--- config.mk ---
export PLATFORM = sky130hd
export DESIGN_NAME = alu_op_issuer
export DESIGN_NICKNAME = d
export VERILOG_FILES = /design/src/rtl/alu_op_issuer.sv
export SDC_FILE = /design/constraint.sdc
export NUM_CORES = 1
export LEC_CHECK = 0
export CORE_MARGIN = 4
export CORE_UTILIZATION = 42
export CTS_BUF_LIST = sky130_fd_sc_hd__clkbuf_4 sky130_fd_sc_hd__clkbuf_8 sky130_fd_sc_hd__clkbuf_16
export DETAILED_ROUTE_END_ITERATION = 10
export HOLD_SLACK_MARGIN = 0.15
export PLACE_DENSITY = 0.8
export SLEW_MARGIN = 25
export SYNTH_ARGS = -nofsm -noshare
export SYNTH_HDL_FRONTEND = slang
export SYNTH_SLANG_ARGS = --single-unit
--- constraint.sdc ---
create_clock -name Clk -period 1.82 [get_ports Clk]
set_input_delay 0.364 -clock Clk [delete_from_list [all_inputs] [get_ports Clk]]
set_output_delay 0.364 -clock Clk [all_outputs]
set_load 0.1 [all_outputs]
--- src/rtl/alu_op_issuer.sv ---
// ---------------------------------------------------------------------------
// alu_op_issuer
//   Initiator side of the combinational ALU. It accepts one operation request
//   per handshake and drives the ALU inputs from registered copies. It then
//   captures the ALU result and its Zero/Parity/Odd flags and returns them on
//   a response handshake that holds until it is accepted.
//   ADD/LSL/LSR with an amount of 8..15 are chained over two ALU passes. The
//   pass-1 result is fed back as InputA for pass 2.
//
// Ports
//   Clk, Reset_n             clock (rising edge), asynchronous active-low reset
//   req_valid/req_ready      request handshake (ready only while idle)
//   req_op/a/b/imm/amt       opcode, operands, compare immediate, amount 0..15
//   alu_a/b/imm/loop/op      registered drive into the ALU
//   alu_sc_in                ALU shift-carry input, tied low
//   alu_out/zero/parity/odd  combinational result and flags from the ALU
//   rsp_valid/rsp_ready      response handshake
//   rsp_data/zero/parity/odd result and flags of the final pass
//   rsp_passes               number of ALU passes used (1 or 2)
// ---------------------------------------------------------------------------
package Definitions;
    typedef enum logic [3:0] {
        ADD = 4'd0,
        LSL = 4'd1,
        LSR = 4'd2,
        XOR = 4'd3,
        SNE = 4'd4,
        MOV = 4'd5,
        SEQ = 4'd6,
        MSK = 4'd7
    } op_mne;
endpackage

module alu_op_issuer #(
    parameter int W   = 8,
    parameter int Ops = 4
) (
    input  logic           Clk,
    input  logic           Reset_n,
    input  logic           req_valid,
    output logic           req_ready,
    input  logic [Ops-1:0] req_op,
    input  logic [W-1:0]   req_a,
    input  logic [W-1:0]   req_b,
    input  logic [4:0]     req_imm,
    input  logic [3:0]     req_amt,
    output logic [W-1:0]   alu_a,
    output logic [W-1:0]   alu_b,
    output logic [4:0]     alu_imm,
    output logic [2:0]     alu_loop,
    output logic [Ops-1:0] alu_op,
    output logic           alu_sc_in,
    input  logic [W-1:0]   alu_out,
    input  logic           alu_zero,
    input  logic           alu_parity,
    input  logic           alu_odd,
    output logic           rsp_valid,
    input  logic           rsp_ready,
    output logic [W-1:0]   rsp_data,
    output logic           rsp_zero,
    output logic           rsp_parity,
    output logic           rsp_odd,
    output logic [1:0]     rsp_passes
);

    typedef enum logic [1:0] {
        IDLE  = 2'd0,
        PASS1 = 2'd1,
        PASS2 = 2'd2,
        RESP  = 2'd3
    } state_t;

    state_t r_state;
    state_t w_next;

    logic [W-1:0]   r_alu_a;
    logic [W-1:0]   r_alu_b;
    logic [4:0]     r_alu_imm;
    logic [2:0]     r_alu_loop;
    logic [Ops-1:0] r_alu_op;
    logic           r_chain;
    logic [2:0]     r_loop2;
    logic [W-1:0]   r_rsp_data;
    logic           r_rsp_zero;
    logic           r_rsp_parity;
    logic           r_rsp_odd;
    logic [1:0]     r_rsp_passes;

    logic           w_accept;
    logic           w_capture;
    logic           w_req_chain;
    logic [2:0]     w_req_loop2;

    assign w_accept  = (r_state == IDLE) && req_valid;
    assign w_capture = ((r_state == PASS1) && !r_chain) || (r_state == PASS2);

    // Only the amount-driven ops chain; for other ops amt[3] is simply dropped.
    assign w_req_chain = req_amt[3] &&
                         ((req_op == Ops'(Definitions::ADD)) ||
                          (req_op == Ops'(Definitions::LSL)) ||
                          (req_op == Ops'(Definitions::LSR)));

    // Second-pass amount is amt-7 (1..7 for amt 8..14). A 3-bit Loop cannot
    // carry 8, so amt=15 is run as 7+7: ADD behaves as amt=14, and a 14-bit
    // shift on an 8-bit datapath already clears the result.
    assign w_req_loop2 = (req_amt == 4'd15) ? 3'd7 : 3'(req_amt - 4'd7);

    always_ff @(posedge Clk or negedge Reset_n) begin
        if (!Reset_n) begin
            r_state <= IDLE;
        end else begin
            r_state <= w_next;
        end
    end

    always_comb begin
        w_next = r_state;
        case (r_state)
            IDLE:    if (req_valid) w_next = PASS1;
            PASS1:   w_next = r_chain ? PASS2 : RESP;
            PASS2:   w_next = RESP;
            RESP:    if (rsp_ready) w_next = IDLE;
            default: w_next = IDLE;
        endcase
    end

    // ALU drive registers are loaded at accept so they are already stable
    // during PASS1. They keep their values while idle, so the ALU inputs never
    // glitch between requests.
    always_ff @(posedge Clk or negedge Reset_n) begin
        if (!Reset_n) begin
            r_alu_a      <= '0;
            r_alu_b      <= '0;
            r_alu_imm    <= '0;
            r_alu_loop   <= '0;
            r_alu_op     <= '0;
            r_chain      <= 1'b0;
            r_loop2      <= '0;
            r_rsp_data   <= '0;
            r_rsp_zero   <= 1'b0;
            r_rsp_parity <= 1'b0;
            r_rsp_odd    <= 1'b0;
            r_rsp_passes <= '0;
        end else begin
            if (w_accept) begin
                r_alu_op   <= req_op;
                r_alu_a    <= req_a;
                r_alu_b    <= req_b;
                r_alu_imm  <= req_imm;
                r_alu_loop <= w_req_chain ? 3'd7 : req_amt[2:0];
                r_chain    <= w_req_chain;
                r_loop2    <= w_req_loop2;
            end
            if ((r_state == PASS1) && r_chain) begin
                r_alu_a    <= alu_out;
                r_alu_loop <= r_loop2;
            end
            if (w_capture) begin
                r_rsp_data   <= alu_out;
                r_rsp_zero   <= alu_zero;
                r_rsp_parity <= alu_parity;
                r_rsp_odd    <= alu_odd;
                r_rsp_passes <= (r_state == PASS2) ? 2'd2 : 2'd1;
            end
        end
    end

    assign req_ready  = (r_state == IDLE);
    assign rsp_valid  = (r_state == RESP);
    assign alu_a      = r_alu_a;
    assign alu_b      = r_alu_b;
    assign alu_imm    = r_alu_imm;
    assign alu_loop   = r_alu_loop;
    assign alu_op     = r_alu_op;
    assign alu_sc_in  = 1'b0;
    assign rsp_data   = r_rsp_data;
    assign rsp_zero   = r_rsp_zero;
    assign rsp_parity = r_rsp_parity;
    assign rsp_odd    = r_rsp_odd;
    assign rsp_passes = r_rsp_passes;

endmodule

# Yosys cells after proc, flatten, opt, wreduce, memory -nomap -nowiden
# Index checks and enable logic that the tools add are counted.
# word_totals
out_inout_bits	44
wordCells	45
reg_bits	47
input_bits	44
# classes
eq_ne	8
muxes	11
n_addsub	1
reduce_logical	12
# ops
op	count
two-way mux 8 bit	2
two-way mux 3 bit	4
one-hot mux 2 bit (4 select lines)	1
two-way mux 2 bit	3
equality test 2 bit (second input constant)	2
equality test 4 x 1 -> 1 bit (second input constant)	1
equality test 4 x 2 -> 1 bit (second input constant)	1
equality test 4 bit (second input constant)	1
logical AND 1 bit	4
zero test 4 bit	1
logical OR 1 bit	3
subtractor 3 bit (second input constant)	1
equality test 2 x 1 -> 1 bit (second input constant)	1
zero test 2 bit	1
inequality test 2 x 1 -> 1 bit (second input constant)	1
inequality test 2 bit (second input constant)	1
AND reduction 2 bit	1
nonzero test 2 bit	1
zero test 1 bit	1
two-way mux 1 bit	1

# Depth between registers and ports, before layout
# Gate-level depths: netlist of the first run.
# logic_depth
depth_word	7
mapped_depth	7
ltp_nobuf	5

# Worst setup path before layout of the first run
# OpenSTA, ideal clock, no wires.
# synth_path
path_type	register to register
start	register r_state[0]
end	register r_alu_loop[2], in the netlist alu_loop[2]
synth_period_minus_slack_ns	2.244
path_stages_with_launch	7
required_time_ns	1.690
setup_time_ns	0.130
t_arrival_ns	2.115
n_path_buf	1
slack_ns	-0.424
path_cell_list	dfrtp_1 > inv_1 > ha_1 > nand2_1 > buf_1 > a211oi_1 > o21ai_0
# synth_via
elab_chain_len	3
elab_cells_between_ends	6
classes_between	1 x eq/ne; 1 x mux; 4 x reduce/logical
# synth_lines
item	line	source
start, declared	73	state_t r_state;
start signal, assigned	112	r_state <= w_next;
zero test 2 bit	n/a	
named net req_ready	41	output logic req_ready,
logical AND 1 bit	94	assign w_accept = (r_state == IDLE) && req_valid;
nonzero test 2 bit (no line)	n/a	
end signal, assigned	150	r_alu_loop <= w_req_chain ? 3'd7 : req_amt[2:0];
end signal, assigned	156	r_alu_loop <= r_loop2;
end, declared	79	logic [2:0] r_alu_loop;
# The timed path passes the listed nets, and every way through them passes these cells.
# A chain may end at the register's enable or synchronous reset.

# Final worst setup path of the first run
# layout_path
start	register r_state[1]
end	register r_rsp_data[0], in the netlist rsp_data[0]
# layout_via
elab_chain_len	3
elab_cells_between_ends	4
classes_between	2 x eq/ne; 2 x reduce/logical
# layout_lines
item	line	source
equality test 2 x 1 -> 1 bit	95	assign w_capture = ((r_state == PASS1) && !r_chain) || (r_state == PASS2);
logical AND 1 bit	95	
logical OR 1 bit (*)	95	
end signal, assigned	159	r_rsp_data <= alu_out;
end, declared	83	logic [W-1:0] r_rsp_data;
# Mark *: on every way between the ends. The rest lies on a longest branch, timed or not.

==> flow_summary.rst, run 1 <==
.. list-table::
   :header-rows: 1

   * - Metric
     - Value
   * - Run status
     - finished clean
   * - Resize count post-CTS
     - 0
   * - Area leader, netlist
     - sky130_fd_sc_hd__dfrtp_1
   * - Vias in the first global route
     - 1671
   * - Synthesis Warnings
     - 0
   * - Maximum buffer depth of the clock tree
     - 2
   * - Type of the setup path with the least slack
     - reg -> reg
   * - Post-DR wirelength/cell
     - 13.7 µm
   * - Peak fanout along the critical path
     - 11
   * - Setup slack of the worst register-to-register path
     - 210 ps
   * - Area added between synthesis and finish
     - 74.9%
   * - Slowest cell delay on critical path
     - 390 ps
   * - Footprint of the multi-input gates
     - 807 µm²
   * - Setup repair after global routing missed its margin
     - false
   * - Hold path cells
     - 2
   * - Most frequent cells in the layout
     - sky130_fd_sc_hd__nand2_1 (75), sky130_fd_sc_hd__dfrtp_1 (47), sky130_fd_sc_hd__buf_12 (46)
   * - Data required time of the worst path
     - 2000 ps
   * - Fraction of layout cells with a size suffix above 1
     - 25.0%
   * - Relative slew slack
     - 65.9%
   * - 1st-pass router iterations
     - 4
   * - Maximum clock frequency
     - 621 MHz
   * - Max H-tree Level
     - 2
   * - Beginning of the worst hold path
     - r_loop2[1]
   * - Register-to-Register Path Depth
     - 6
   * - Overall via count from detail_route
     - 1714
   * - Total area of sequential cells
     - 1180 µm²
   * - Data arrival time of the worst path
     - 1790 ps
   * - Core Footprint
     - 4720 µm²
   * - Boundary Pins
     - 88
   * - Clock tree from TritonCTS
     - yes
   * - Gr usage total
     - 16.4%
   * - Max Slew Vio Count
     - 0
   * - 1st-iter DRT viols
     - 91
   * - Maximum number of pins on one net before global-route repair
     - 33
   * - Clk Tree Root Cell
     - sky130_fd_sc_hd__clkbuf_8
   * - Portion of synthesized cell area occupied by the leading cell type
     - 57.6%
   * - Post-synth design cell area
     - 2040 µm²
   * - Worst clock skew on the final layout
     - 8.67 ps
   * - Reg2reg start
     - r_state[1]
   * - Wire length of the first global-routing pass
     - 7.83 mm
   * - Placer's final routability congestion estimate
     - 0.718
   * - Total CTS buffers
     - 5
   * - Worst hold margin
     - 489 ps
   * - Cell with the biggest individual delay on the critical path
     - sky130_fd_sc_hd__dfrtp_1
   * - Crit path capture type
     - register
   * - Placed wire-length estimate
     - 3.79 mm
   * - Total routed wirelength
     - 4.93 mm
   * - Remaining design rule violation count
     - 0
   * - GR Overflow Total
     - 0
   * - Sequential-to-total area share from yosys stat
     - 57.6%
   * - Number of nets at the end of the flow
     - 342
   * - Max_cap viols
     - 0
   * - Vertical die dimension
     - 77.7 µm
   * - Worst-skew pair later-pin latency
     - 290 ps
   * - Measured slew at the worst slew-check pin
     - 508 ps
   * - Average cell area after synthesis
     - 10.1 µm²
   * - Antenna viol nets, final
     - 0
   * - Number of flip-flops and latches in the synthesized netlist
     - 47
   * - Period utilization
     - 88.5%
   * - Vias per cell
     - 4.77
   * - Quantity of hold-fixing buffers added after cts
     - 1
   * - Crit start category
     - register
   * - Cells traversed along the worst timing path
     - inv_1 -> ha_1 -> nor2b_4 -> nor2_2 -> buf_12 -> mux2_2
   * - Number of buffers added for setup after CTS
     - 0
   * - Final Core Density
     - 75.6%
   * - Worst hold path type
     - reg -> reg
   * - Setup violations, final
     - 0
   * - Number of nets produced by synthesis
     - 252
   * - Fin. Hold Viols
     - 0
   * - Fill cell count
     - 299
   * - Antenna violations before repair
     - 0
   * - Leading cell type in the layout, fill and taps excluded
     - sky130_fd_sc_hd__nand2_1
   * - Min Clock Period, post-route
     - 1610 ps
   * - Number of cells produced by synthesis
     - 202
   * - DIE AREA
     - 6040 µm²
   * - Reg2Reg Capture Point
     - rsp_data[0]
   * - IO Port Bufs
     - 86
   * - Clock Sink Count
     - 47
   * - Number of core rows
     - 25
   * - Sum Neg Setup Slack
     - 0 ps
   * - Worst-case hold path end point
     - alu_loop[1]
   * - Unique masters post-synth
     - 25
   * - Leading cell types by total area after synthesis
     - sky130_fd_sc_hd__dfrtp_1 (58%), sky130_fd_sc_hd__nand2_1 (14%), sky130_fd_sc_hd__mux2_4 (7.4%)
   * - Antenna Cells
     - 0
   * - Clock transition at path regs
     - 80 ps
   * - Initial Utilization
     - 43.2%
   * - Floorplan die width
     - 77.7 µm
worst max path at each step:
stage	start	end	cells after the start
floorplan	r_state[0]	alu_loop[2]	6
finish	r_state[1]	rsp_data[0]	6
global placement	req_op[0]	alu_loop[1]	4
detailed placement	req_op[3]	alu_loop[1]	4
CTS	r_state[1]	rsp_data[0]	6
global route	r_state[1]	rsp_data[0]	6
layout make-up:
cell class / count / area share (%)
inverters: 5 / 0.526
clock inverters: 1 / 0.841
repair buffers: 93 / 38.6
multi-input cells: 140 / 22.6
flip-flops and latches: 47 / 32.9
well taps: 67 / 2.35
clock buffers: 6 / 2.14
worst max-delay path, delay by kind of cell (launching register included):
kind / cells / cell delay [ps]
flops: 1 / 390
mux: 1 / 340
buf+inv: 2 / 270
simple gates: 2 / 270
fa+ha+maj: 1 / 220
Yosys cell counts, drive strengths merged:
master,instances
nand2,75
dfrtp,47
nor2,14
mux2,12
buf,10
a31oi,9
o21ai,8
ha,6
inv,5
a211oi,4
and2,2
nand3,2
a21oi,1
conb,1
mux2i,1
nand3b,1
nor2b,1
nor3,1
o21bai,1
o22ai,1
flip-flops by register name (all words and copies together) (netlist names):
signal and cells:
rsp_odd 1, r_state 2, r_loop2 3, rsp_zero 1
alu_imm 5, alu_loop 3, alu_b 8, alu_a 8
rsp_data 8, r_chain 1, rsp_passes 2, rsp_parity 1
alu_op 4
routing by layer:
layer	vias to the layer above	track usage, %	part of all wire (%)
met3	6	4.87	7.5
met2	64	28.3	51
li1	832	-	-
met4	0	4.27	1.2
met1	812	20.0	41
met5	-	0	0
cell families after synthesis:
kind of cell	Yosys count	share of synthesized area [%]
fa+ha+maj	6	3.68
mux	13	8.95
buf+inv	15	3.62
flops	47	57.6
compound gates	24	7.11
other cells	1	0.184
simple gates	96	18.9
stage by stage:
stage / instance area, µm² / std cells / setup slack [ps]
5_1_grt: 3570 / 359 / 107
4_1_cts: 3570 / 359 / 196
3_3_place_gp: 3450 / 351 / 191
2_1_floorplan: 2060 / 202 / 130
3_5_place_dp: 3450 / 351 / 149
6_report: 3570 / 359 / 210
Power of run 1 is not shown: default switching activity piles up to over one toggle a cycle in this logic, so the estimate is an artifact.
==> run 2: changes to the inputs <==
CORE_UTILIZATION = 40   (was 42)
PLACE_DENSITY = 0.76   (was 0.8)
clock period = 2.06 ns   (was 1.82 ns; I/O delays follow)
==> run 2 against run 1 <==
Compared with the run above: register-to-register slack better by 230 ps; final area decreased by 16%; worst setup slack gained 170 ps; wire length down 5.2%; final cell count shrank 0.28%.
==> flow_summary.rst, run 2 (same netlist as run 1, synthesis figures left out) <==
.. list-table::
   :header-rows: 1

   * - Metric
     - Value
   * - Clock Sink Count
     - 47
   * - Sum Neg Setup Slack
     - 0 ps
   * - Max_cap viols
     - 0
   * - Total CTS buffers
     - 5
   * - Slowest cell delay on critical path
     - 410 ps
   * - Initial Utilization
     - 42.1%
   * - Worst-skew pair later-pin latency
     - 280 ps
   * - Vias per cell
     - 4.59
   * - Setup violations, final
     - 0
   * - Max Slew Vio Count
     - 0
   * - Post-DR wirelength/cell
     - 13.1 µm
   * - Relative slew slack
     - 63.3%
   * - Core Footprint
     - 4850 µm²
   * - Placer's final routability congestion estimate
     - 0.751
   * - 1st-iter DRT viols
     - 50
   * - Cells traversed along the worst timing path
     - inv_1 -> ha_2 -> buf_12
   * - Number of core rows
     - 25
   * - Setup repair after global routing missed its margin
     - false
   * - Clock tree from TritonCTS
     - yes
   * - Fin. Hold Viols
     - 0
   * - DIE AREA
     - 6310 µm²
   * - Antenna Cells
     - 0
   * - Crit path capture type
     - primary output
   * - Antenna viol nets, final
     - 0
   * - Floorplan die width
     - 79.5 µm
   * - Antenna violations before repair
     - 0
   * - Clk Tree Root Cell
     - sky130_fd_sc_hd__clkbuf_8
   * - Min Clock Period, post-route
     - 1680 ps
   * - Wire length of the first global-routing pass
     - 7.75 mm
   * - Area added between synthesis and finish
     - 47.2%
   * - Peak fanout along the critical path
     - 4
   * - Footprint of the multi-input gates
     - 795 µm²
   * - Fill cell count
     - 425
   * - Cell with the biggest individual delay on the critical path
     - sky130_fd_sc_hd__dfrtp_1
   * - Boundary Pins
     - 88
   * - Clock transition at path regs
     - 80 ps
   * - Total routed wirelength
     - 4.68 mm
   * - IO Port Bufs
     - 86
   * - Maximum number of pins on one net before global-route repair
     - 33
   * - Max H-tree Level
     - 2
   * - Crit start category
     - register
   * - GR Overflow Total
     - 0
   * - Overall via count from detail_route
     - 1643
   * - Number of nets at the end of the flow
     - 341
   * - Gr usage total
     - 15.4%
   * - Setup slack of the worst register-to-register path
     - 440 ps
   * - Leading cell type in the layout, fill and taps excluded
     - sky130_fd_sc_hd__nand2_1
   * - Vias in the first global route
     - 1680
   * - Worst clock skew on the final layout
     - 8.41 ps
   * - Period utilization
     - 81.7%
   * - Maximum buffer depth of the clock tree
     - 2
   * - Data arrival time of the worst path
     - 1270 ps
   * - Type of the setup path with the least slack
     - reg -> out
   * - Remaining design rule violation count
     - 0
   * - Final standard cell area without fillers
     - 3010 µm²
   * - CP delay by family, top
     - flip-flops
   * - Maximum clock frequency
     - 594 MHz
   * - Run status
     - finished clean
   * - Fraction of layout cells with a size suffix above 1
     - 24.4%
   * - Data required time of the worst path
     - 1650 ps
   * - 1st-pass router iterations
     - 4
   * - Worst hold path type
     - reg -> reg
   * - Area post-placement
     - 2910 µm²
   * - Sum of buffers and inverters on the critical path
     - 2
   * - Vertical die dimension
     - 79.5 µm
   * - Placed wire-length estimate
     - 3.58 mm
   * - Most frequent cells in the layout
     - sky130_fd_sc_hd__nand2_1 (75), sky130_fd_sc_hd__dfrtp_1 (47), sky130_fd_sc_hd__buf_4 (44)
   * - Total area of sequential cells
     - 1180 µm²
   * - Measured slew at the worst slew-check pin
     - 550 ps
==> run 2: cell type report <==
class                           instances  share of cell area [%]
Sequential cell                        47                    39.1
Multi-Input combinational cell        140                    26.4
Timing Repair Buffer                   92                    28.1
Inverter                                5                   0.624
Clock buffer                            6                    2.75
Clock inverter                          1                   0.166
Tap cell                               67                    2.79
==> run 2: through the flow <==
step	util [%]	std cells	hold slack, ps	setup WS [ps]
floorplan	-	202	116	125
CTS	62.0	358	485	364
detailed placement	60.0	350	431	287
finish	62.0	358	480	377
global route	62.0	358	508	195
global placement	60.0	350	431	396
==> run 2: worst reg2reg max path, stage by stage (launching register included) <==
cell and delay [ps]:
sky130_fd_sc_hd__dfrtp_1 390, sky130_fd_sc_hd__inv_1 100, sky130_fd_sc_hd__ha_1 210, sky130_fd_sc_hd__nor2b_4 150, sky130_fd_sc_hd__nor2_2 70, sky130_fd_sc_hd__buf_4 230, sky130_fd_sc_hd__mux2_2 360
==> run 2: what timing repair did <==
item	in CTS	in global routing
endpoints found under the hold margin	22	0
hold buffers	1	0
buffers inserted	0	0
resized for setup	0	0
==> run 2: worst paths after layout <==
kind | start | to | cells past startpoint
setup / recovery | r_state[0] | req_ready | 3
hold / removal | alu_op[3] | alu_op[3] | 2
setup reg to reg | r_state[1] | rsp_data[0] | 6
hold reg to reg | alu_op[3] | alu_op[3] | 2
max in group asynchronous | Reset_n | alu_imm[4] | 3
min in group asynchronous | Reset_n | rsp_parity | 2
==> run 2: metal layers <==
metal  GRT usage, %  share of wire [%]  vias up  routed length [µm]
met1           19.8                 44      765                2040
met2           25.8                 49       49                2270
met4           2.58               0.49        0                  23
li1               -                  -      824                   -
met5              0                  0        -                   0
met3           5.08                7.3        5                 341
Power of run 2 is left out for the same reason.
